==> config.mk <==
export PLATFORM = sky130hd
export DESIGN_NAME = pll_lock_manager
export DESIGN_NICKNAME = d
export VERILOG_FILES = /design/src/rtl/pll_lock_manager_pkg.sv /design/src/rtl/pll_lock_manager_sync_bit.sv /design/src/rtl/pll_lock_manager.sv
export SDC_FILE = /design/constraint.sdc
export NUM_CORES = 1
export LEC_CHECK = 0
export CELL_PAD_IN_SITES_DETAIL_PLACEMENT = 2
export CELL_PAD_IN_SITES_GLOBAL_PLACEMENT = 2
export CORE_MARGIN = 2
export CORE_UTILIZATION = 32
export DETAILED_ROUTE_END_ITERATION = 10
export GPL_TIMING_DRIVEN = 0
export PLACE_DENSITY_LB_ADDON = 0.1
export SYNTH_ARGS = -nofsm -noshare
export SYNTH_HDL_FRONTEND = slang
export SYNTH_SLANG_ARGS = --single-unit
export TNS_END_PERCENT = 50
==> constraint.sdc <==
create_clock -name clk -period 2 [get_ports clk]
set_clock_uncertainty 0.2 [all_clocks]
set_input_delay 0.3 -clock clk [delete_from_list [all_inputs] [get_ports clk]]
set_output_delay 0.3 -clock clk [all_outputs]
set_load 0.02 [all_outputs]
==> src/rtl/pll_lock_manager_pkg.sv <==
// Types and helpers shared by the PLL lock supervisor and the status display logic.
package pll_pkg;

  typedef enum logic [2:0] {
    RESET     = 3'd0,
    WAIT_LOCK = 3'd1,
    STABLE    = 3'd2,
    LOCKED    = 3'd3,
    FAULT     = 3'd4
  } pll_state_t;

  // Counter width able to hold 0..limit-1, never narrower than one bit.
  function automatic int cnt_width(input int limit);
    return (limit < 2) ? 1 : $clog2(limit);
  endfunction

endpackage

==> src/rtl/pll_lock_manager_sync_bit.sv <==
// Generic multi-flop synchroniser for a single asynchronous bit, cleared by reset.
module sync_bit #(
  parameter int STAGES = 2
) (
  input  logic clk,
  input  logic rst,
  input  logic d,
  output logic q
);

  logic [STAGES-1:0] r_sync;

  if (STAGES < 2) begin : g_chk_stages
    $error("sync_bit: STAGES must be at least 2");
  end

  always_ff @(posedge clk) begin
    if (rst) begin
      r_sync <= '0;
    end else begin
      r_sync <= {r_sync[STAGES-2:0], d};
    end
  end

  assign q = r_sync[STAGES-1];

endmodule

==> src/rtl/pll_lock_manager.sv <==
// PLL supervisor: sequences the PLL reset, qualifies lock over a stable window,
// filters lock loss, retries automatically and latches a fault after too many failures.
module pll_lock_manager
  import pll_pkg::*;
#(
  parameter int SYNC_STAGES   = 2,
  parameter int RST_CYCLES    = 16,
  parameter int STABLE_CYCLES = 1024,
  parameter int LOCK_TIMEOUT  = 65536,
  parameter int LOSS_FILTER   = 4,
  parameter int MAX_RETRIES   = 3,
  localparam int CORDW        = $clog2(MAX_RETRIES + 1)
) (
  input  logic             clk,
  input  logic             rst,
  input  logic             pll_locked_raw,
  output logic             pll_rst,
  output logic             clk_locked,
  output logic             lock_lost,
  output logic             fault,
  output logic [CORDW-1:0] retry_count,
  output logic [2:0]       state
);

  localparam int RST_W  = cnt_width(RST_CYCLES);
  localparam int TO_W   = cnt_width(LOCK_TIMEOUT);
  localparam int STB_W  = cnt_width(STABLE_CYCLES);
  localparam int LOSS_W = cnt_width(LOSS_FILTER);

  localparam logic [RST_W-1:0]  RST_LAST  = RST_W'(RST_CYCLES - 1);
  localparam logic [TO_W-1:0]   TO_LAST   = TO_W'(LOCK_TIMEOUT - 1);
  localparam logic [LOSS_W-1:0] LOSS_LAST = LOSS_W'(LOSS_FILTER - 1);
  localparam logic [CORDW-1:0]  RETRY_MAX = CORDW'(MAX_RETRIES);
  // The WAIT_LOCK cycle that first sees lock already counts towards the window,
  // so STABLE itself needs one cycle fewer than STABLE_CYCLES.
  localparam logic [STB_W-1:0]  STB_LAST  = STB_W'(STABLE_CYCLES - 2);

  if (SYNC_STAGES < 2) begin : g_chk_sync
    $error("pll_lock_manager: SYNC_STAGES must be at least 2");
  end
  if (RST_CYCLES < 1) begin : g_chk_rst
    $error("pll_lock_manager: RST_CYCLES must be at least 1");
  end
  if (STABLE_CYCLES < 1) begin : g_chk_stable
    $error("pll_lock_manager: STABLE_CYCLES must be at least 1");
  end
  if (LOCK_TIMEOUT < 1) begin : g_chk_timeout
    $error("pll_lock_manager: LOCK_TIMEOUT must be at least 1");
  end
  if (LOSS_FILTER < 1) begin : g_chk_loss
    $error("pll_lock_manager: LOSS_FILTER must be at least 1");
  end
  if (MAX_RETRIES < 1) begin : g_chk_retries
    $error("pll_lock_manager: MAX_RETRIES must be at least 1");
  end

  pll_state_t        r_state;
  logic              r_pll_rst;
  logic              r_clk_locked;
  logic              r_lock_lost;
  logic              r_fault;
  logic [CORDW-1:0]  r_retry;
  logic [RST_W-1:0]  r_rst_cnt;
  logic [TO_W-1:0]   r_to_cnt;
  logic [STB_W-1:0]  r_stb_cnt;
  logic [LOSS_W-1:0] r_loss_cnt;

  logic              w_lock_s;
  logic              w_timeout;
  logic              w_fail;
  logic [CORDW-1:0]  w_retry_inc;

  sync_bit #(
    .STAGES (SYNC_STAGES)
  ) u_lock_sync (
    .clk (clk),
    .rst (rst),
    .d   (pll_locked_raw),
    .q   (w_lock_s)
  );

  assign w_timeout   = (r_to_cnt == TO_LAST);
  assign w_retry_inc = (r_retry == RETRY_MAX) ? r_retry : r_retry + CORDW'(1);

  // Timeout has priority over every lock_s decision in WAIT_LOCK and STABLE.
  assign w_fail = (((r_state == WAIT_LOCK) || (r_state == STABLE)) && w_timeout) ||
                  ((r_state == LOCKED) && !w_lock_s && (r_loss_cnt == LOSS_LAST));

  always_ff @(posedge clk) begin
    if (rst) begin
      r_state      <= RESET;
      r_pll_rst    <= 1'b1;
      r_clk_locked <= 1'b0;
      r_lock_lost  <= 1'b0;
      r_fault      <= 1'b0;
      r_retry      <= '0;
      r_rst_cnt    <= '0;
      r_to_cnt     <= '0;
      r_stb_cnt    <= '0;
      r_loss_cnt   <= '0;
    end else begin
      r_lock_lost <= 1'b0;
      if (w_fail) begin
        r_retry      <= w_retry_inc;
        r_pll_rst    <= 1'b1;
        r_clk_locked <= 1'b0;
        r_lock_lost  <= (r_state == LOCKED);
        r_rst_cnt    <= '0;
        if (w_retry_inc == RETRY_MAX) begin
          r_state <= FAULT;
          r_fault <= 1'b1;
        end else begin
          r_state <= RESET;
        end
      end else begin
        case (r_state)
          RESET: begin
            if (r_rst_cnt == RST_LAST) begin
              r_state   <= WAIT_LOCK;
              r_pll_rst <= 1'b0;
              r_to_cnt  <= '0;
            end else begin
              r_rst_cnt <= r_rst_cnt + RST_W'(1);
            end
          end
          WAIT_LOCK: begin
            r_to_cnt <= r_to_cnt + TO_W'(1);
            if (w_lock_s) begin
              r_stb_cnt  <= '0;
              r_loss_cnt <= '0;
              if (STABLE_CYCLES == 1) begin
                r_state      <= LOCKED;
                r_clk_locked <= 1'b1;
              end else begin
                r_state <= STABLE;
              end
            end
          end
          STABLE: begin
            r_to_cnt <= r_to_cnt + TO_W'(1);
            if (!w_lock_s) begin
              r_state <= WAIT_LOCK;
            end else if (r_stb_cnt == STB_LAST) begin
              r_state      <= LOCKED;
              r_clk_locked <= 1'b1;
              r_loss_cnt   <= '0;
            end else begin
              r_stb_cnt <= r_stb_cnt + STB_W'(1);
            end
          end
          LOCKED: begin
            r_loss_cnt <= w_lock_s ? '0 : r_loss_cnt + LOSS_W'(1);
          end
          FAULT: begin
            r_pll_rst    <= 1'b1;
            r_clk_locked <= 1'b0;
            r_fault      <= 1'b1;
          end
          default: begin
            r_state      <= RESET;
            r_pll_rst    <= 1'b1;
            r_clk_locked <= 1'b0;
            r_rst_cnt    <= '0;
          end
        endcase
      end
    end
  end

  assign pll_rst     = r_pll_rst;
  assign clk_locked  = r_clk_locked;
  assign lock_lost   = r_lock_lost;
  assign fault       = r_fault;
  assign retry_count = r_retry;
  assign state       = r_state;

endmodule

=== Word level (Yosys, flattened, before mapping) ===
Index checks and enable logic that the tools add are counted.

* Flip-flop bits (word level): 43
* Output and inout bits: 9

* Muxes and demuxes: 29
* Reduce and logical (&&, ||, !) cells: 26
* Bitwise operators: 4
* Add/subtract/negate cells: 5
* Eq/ne operators: 21

{| class="wikitable"
|+ Operators with widths
! operator !! number
|-
| one-hot mux 16 bit (2 select lines) || 1
|-
| 2-to-1 mux 10 bit || 3
|-
| one-hot mux 10 bit (2 select lines) || 1
|-
| 2-to-1 mux 3 bit || 6
|-
| adder 16 x 1 -> 16 bit (second input constant) || 1
|-
| equality test 16 bit (second input constant) || 1
|-
| 2-to-1 mux 16 bit || 1
|-
| one-hot mux 3 bit (4 select lines) || 1
|-
| adder 10 x 1 -> 10 bit (second input constant) || 1
|-
| equality test 10 bit (second input constant) || 1
|-
| 2-to-1 mux 2 bit || 5
|-
| != test 2 x 1 -> 1 bit (second input constant) || 5
|-
| AND reduction 5 bit || 2
|-
| one-hot mux 4 bit (2 select lines) || 1
|-
| OR reduction 2 bit || 4
|-
| equality test 2 bit (second input constant) || 3
|-
| equality test 3 x 2 -> 1 bit (second input constant) || 2
|-
| 2-to-1 mux 1 bit || 6
|-
| != test 2 bit (second input constant) || 3
|-
| one-hot mux 2 bit (3 select lines) || 1
|-
| AND reduction 2 bit || 3
|-
| AND reduction 3 bit || 2
|-
| nonzero test 2 bit || 3
|-
| OR reduction 3 bit || 2
|-
| other kinds (18) || 26
|}

=== Depth between registers and ports, before layout ===
* Word-level depth: 6
* Mapped depth: 8
* Depth with buffers taken out: 7

=== Hierarchy ===
A second synthesis with hierarchy kept.

* Cells, all modules: 258
* Area total of the unflattened synthesis: 2138.3 sq um

{| class="wikitable"
|+ Modules (own cells, without submodules)
! module !! area an instance (sq um) !! times used !! cells an instance
|-
| pll_lock_manager || 2085.8 || 1 || 254
|-
| sync_bit || 52.6 || 1 || 4
|}

=== Least setup slack after synthesis ===
No wires, ideal clock.

* Path type: register to register
* From: reg r_state[2] (netlist: state[2])
* To: reg r_to_cnt[7]
* Arrival: 1948 ps
* Clock period less this slack: 2283 ps
* Path buffers: 3
* Required time: 1665 ps
* Cell stages (with the launch flop): 9
* Library setup time: 135 ps
* Slack: -283 ps
* Path through: dfxtp_1 buf_4 and3b_1 and4_4 buf_6 a211o_1 buf_2 o311ai_0 o41ai_1

* Longest elaborated chain between the ends: 6

{| class="wikitable"
|+ Ends and longest elaborated chain
! item !! line !! text
|-
| start: declaration || pll_lock_manager.sv:57 || <nowiki>pll_state_t r_state;</nowiki>
|-
| start signal: assignment || pll_lock_manager.sv:91 || <nowiki>r_state <= RESET;</nowiki>
|-
| start signal: assignment || pll_lock_manager.sv:110 || <nowiki>r_state <= FAULT;</nowiki>
|-
| start signal: assignment || pll_lock_manager.sv:113 || <nowiki>r_state <= RESET;</nowiki>
|-
| equality test 3 x 1 -> 1 bit, or another cell as far along || pll_lock_manager.sv:86, pll_lock_manager.sv:116 ||
|-
| logical OR 1 bit or logical AND 1 bit (tied branches) || pll_lock_manager.sv:86, pll_lock_manager.sv:87 ||
|-
| logical AND 1 bit, on equally long branches || pll_lock_manager.sv:86, pll_lock_manager.sv:87 ||
|-
| logical OR 1 bit || pll_lock_manager.sv:86 || <nowiki>assign w_fail = (((r_state == WAIT_LOCK) || (r_state == STABLE)) && w_timeout) ||</nowiki>
|-
| NOT 1 bit (no source line) || - ||
|-
| AND reduction 3 bit (no source line) || - ||
|-
| end signal: assignment || pll_lock_manager.sv:127 || <nowiki>r_to_cnt <= r_to_cnt + TO_W'(1);</nowiki>
|-
| end signal: assignment || pll_lock_manager.sv:140 || <nowiki>r_to_cnt <= r_to_cnt + TO_W'(1);</nowiki>
|-
| end: declaration || pll_lock_manager.sv:64 || <nowiki>logic [TO_W-1:0] r_to_cnt;</nowiki>
|}

Several ways; a longest one is shown, not always the timed one.
A chain may end at the register's enable or synchronous reset.

=== Worst setup path in the final report ===
* From: reg r_to_cnt[6]
* To: reg r_to_cnt[11]

* Longest elaborated chain between the ends: 5

{| class="wikitable"
|+ Ends and longest elaborated chain
! item
|-
| branches (longest 5 deep; another with adder 16 x 1 -> 16 bit)
|}

Parallel ways; which one is timed is not known.

==> results.yml <==
drt:
  first_pass_iters: 4
  viasPerCell: 5.70
  dr_total_vias: 2256
  drc: 0
  drt-initial-drc-count: 43
  antenna_left: 0
  routed_wl_um: 7360
  wl_per_cell_um: 18.6
pwr:
  ir_drop_v: 0.000244
  p_leak_nw: 1.15
  cellPowerDensity_mw_per_mm2: 518
synthesis:
  seq_area_frac_synth_pct: 38.8
  syn-instance-count: 267
  synth_async_sr_flop_share_pct: 0
  syn-num-nets: 275
  synth-seq-cells: 43
  yosys_warnings: 0
  syn_area_mm2: 0.00222
  synth_ff_type: "dfxtp_1"
  synth_edf_count: 0
  syn_area_per_cell_um2: 8.30
  synth_cell_types: 49
setup_path:
  worstSetupPathType: "flip-flop to flip-flop"
  cp.arrival_ns: 2.13
  cp_common_cell: "and4_4"
  cp.required_ns: 2.04
  cp-end-kind: "flip-flop"
  crit_slowest_cell: "or4_1"
  r2r_slack_ns: -0.09
  startpoint_type: "flip-flop"
  critPathMaxStageDelay_ns: 0.40
  path_cells: "and4_4, and4_4, buf_4, a211o_4, or4_1, a21oi_1"
  path_max_fanout: 6
cells_and_area:
  drive_above_1_share_pct: 35.4
  multiInputGateArea_mm2: 0.00159
  n_fill_cell: 717
  antenna_cells: 0
  syn_to_final_growth_pct: 43.8
  final_common_cell: "buf_4"
  nNetsFinal: 323
  fin_cells: 396
  design_area_mm2: 0.00319
  layout_common_cells: "buf_4, dfxtp_1, nand2_1, a21oi_1, nor2_1"
  fin_util_pct: 47.2
  seq_area_um2: 892
cts:
  clkSlewWorstSetupHoldPaths_ns: 0.09
  htreeDepth: 2
  root_buffer: "clkbuf_8"
  cts_buffers: 5
  clock_latency_ns: 0.30
  cts_tree: "built"
  cts.sinks: 43
  clock_path_buffers: 2
placed_design:
  dpl-instance-area_mm2: 0.00250
  dpl.hpwl_um: 4450
  dp_cells: 358
  portBuffers: 11
  gp_congestion: 0.742
timing:
  maxSlewHeadroom_pct: 60.8
  worstMarginPinSlew_ns: 0.588
  period_share_pct: 105
  hold_viol_final: 0
  whs_ns: 0.250
  fin_ws_ns: -0.0909
  fin_crit_ns: 2.09
  rsz0062_at_grt: "true"
  final-setup-viol-count: 17
  fmax_mhz: 478
  finalMaxSlewViolations: 0
global_routing:
  first_global_vias: 2224
  grt_max_degree: 15
  grt_pass1_wl_um: 11700
  grt.total_usage_pct: 19.3
  antenna_found_initial: 0
  globalRouteOverflowTotal: 0
status:
  failed_checks: "negative setup slack"
  status: "finished, violations left"
floorplan:
  row_count: 30
  chipWidth_um: 87.2
  initial_core_util_pct: 32.8
  dieHeight_um: 87.2
  core_mm2: 0.00676
  die_area_mm2: 0.00761
  io_pins: 12
run:
  drv_cap: 0
min_path:
  holdCritPathClass: "flip-flop to flip-flop"
-- metal layers --
metal,global-route usage (%),vias up,share of wire [%]
met3,3.13,4,1.2
li1,-,1101,-
met4,4.20,0,0.86
met5,0,-,0
met2,32.6,13,49
met1,26.1,1138,49
-- critical path: cells and delay by family, from the launching register on --
family                 cells  cell delay (ns)
AND/OR/NAND/NOR            3             0.84
AO/OA/AOI/OAI              2             0.49
flip-flops                 1             0.36
buffers and inverters      1             0.14
-- through the flow --
step	setup slack, ns	TNS [ns]	total power [mW]
CTS	-0.0997	-0.317	1.67
floorplan	-0.0313	-0.339	0.927
finish	-0.0909	-0.667	1.65
detailed placement	-0.627	-12.61	0.949
global route	-0.166	-2.76	1.72
global placement	-0.646	-12.42	0.948
-- logic make-up after synthesis --
family	count (synthesis)	synth area share, %
AOI/OAI and AO/OA	72	20.7
xor gates and xnor gates	5	1.98
adders and majority gates	5	2.82
buffers and inverters	20	4.74
DFF	43	38.8
muxes	4	1.81
and+or+nand+nor	118	29.2
-- sequential cells by signal (all words and copies together), names as in the netlist --
register	cells
clk_locked	1
fault	1
lock_lost	1
pll_rst	1
r_loss_cnt	2
r_rst_cnt	4
r_stb_cnt	10
r_to_cnt	16
retry_count	2
state	3
u_lock_sync.r_sync	2
-- final timing paths --
path / end / from / depth (start not counted)
min: u_lock_sync.r_sync[1]$_SDFF_PP0_ / u_lock_sync.r_sync[0]$_SDFF_PP0_ / 1
max reg2reg: r_to_cnt[11]$_SDFFE_PP0P_ / r_to_cnt[6]$_SDFFE_PP0P_ / 6
max: r_to_cnt[11]$_SDFFE_PP0P_ / r_to_cnt[6]$_SDFFE_PP0P_ / 6
min reg2reg: u_lock_sync.r_sync[1]$_SDFF_PP0_ / u_lock_sync.r_sync[0]$_SDFF_PP0_ / 1
-- cells in the mapped netlist, types with 5 or more instances --
master    count  share of area [%]
nand3_1      13                2.9
clkbuf_1      7                1.2
o21ai_0      11                2.5
o31ai_1       8                2.7
a21oi_1      24                5.4
nor4_1        6                1.7
nand4_1       5                1.4
inv_1         6                1.0
dfxtp_1      43                 39
nor3_1        6                1.4
a31oi_1       6                1.7
ha_1          5                2.8
nand2_1      25                4.2
nor2_1       20                3.4
or4_1         7                2.4
and3_1        6                1.7
-- power by group --
group,leakage [nW],internal (mW),switching (mW)
logic,0.734,0.0315,0.0448
registers,0.356,0.858,0.00965
clock network,0.0581,0.373,0.335
-- repair_timing --
action                     in CTS  in global routing
cloned                          2                  0
buffers inserted               15                 17
setup endpoints to repair      40                 36
pin swaps                       8                 16
hold buffers                    0                  0
gates resized for setup        57                 26
-- layout make-up --
cell class,instances,share of cell area [%]
buffer,10,2.75
clock buffer,5,2.16
clock inverter,3,1.37
inverter,6,0.706
multi-input combinational,205,49.9
sequential,43,28.0
tap,80,3.14
timing repair buffer,44,12.0
No activity file was read; power rests on OpenSTA's default activity.
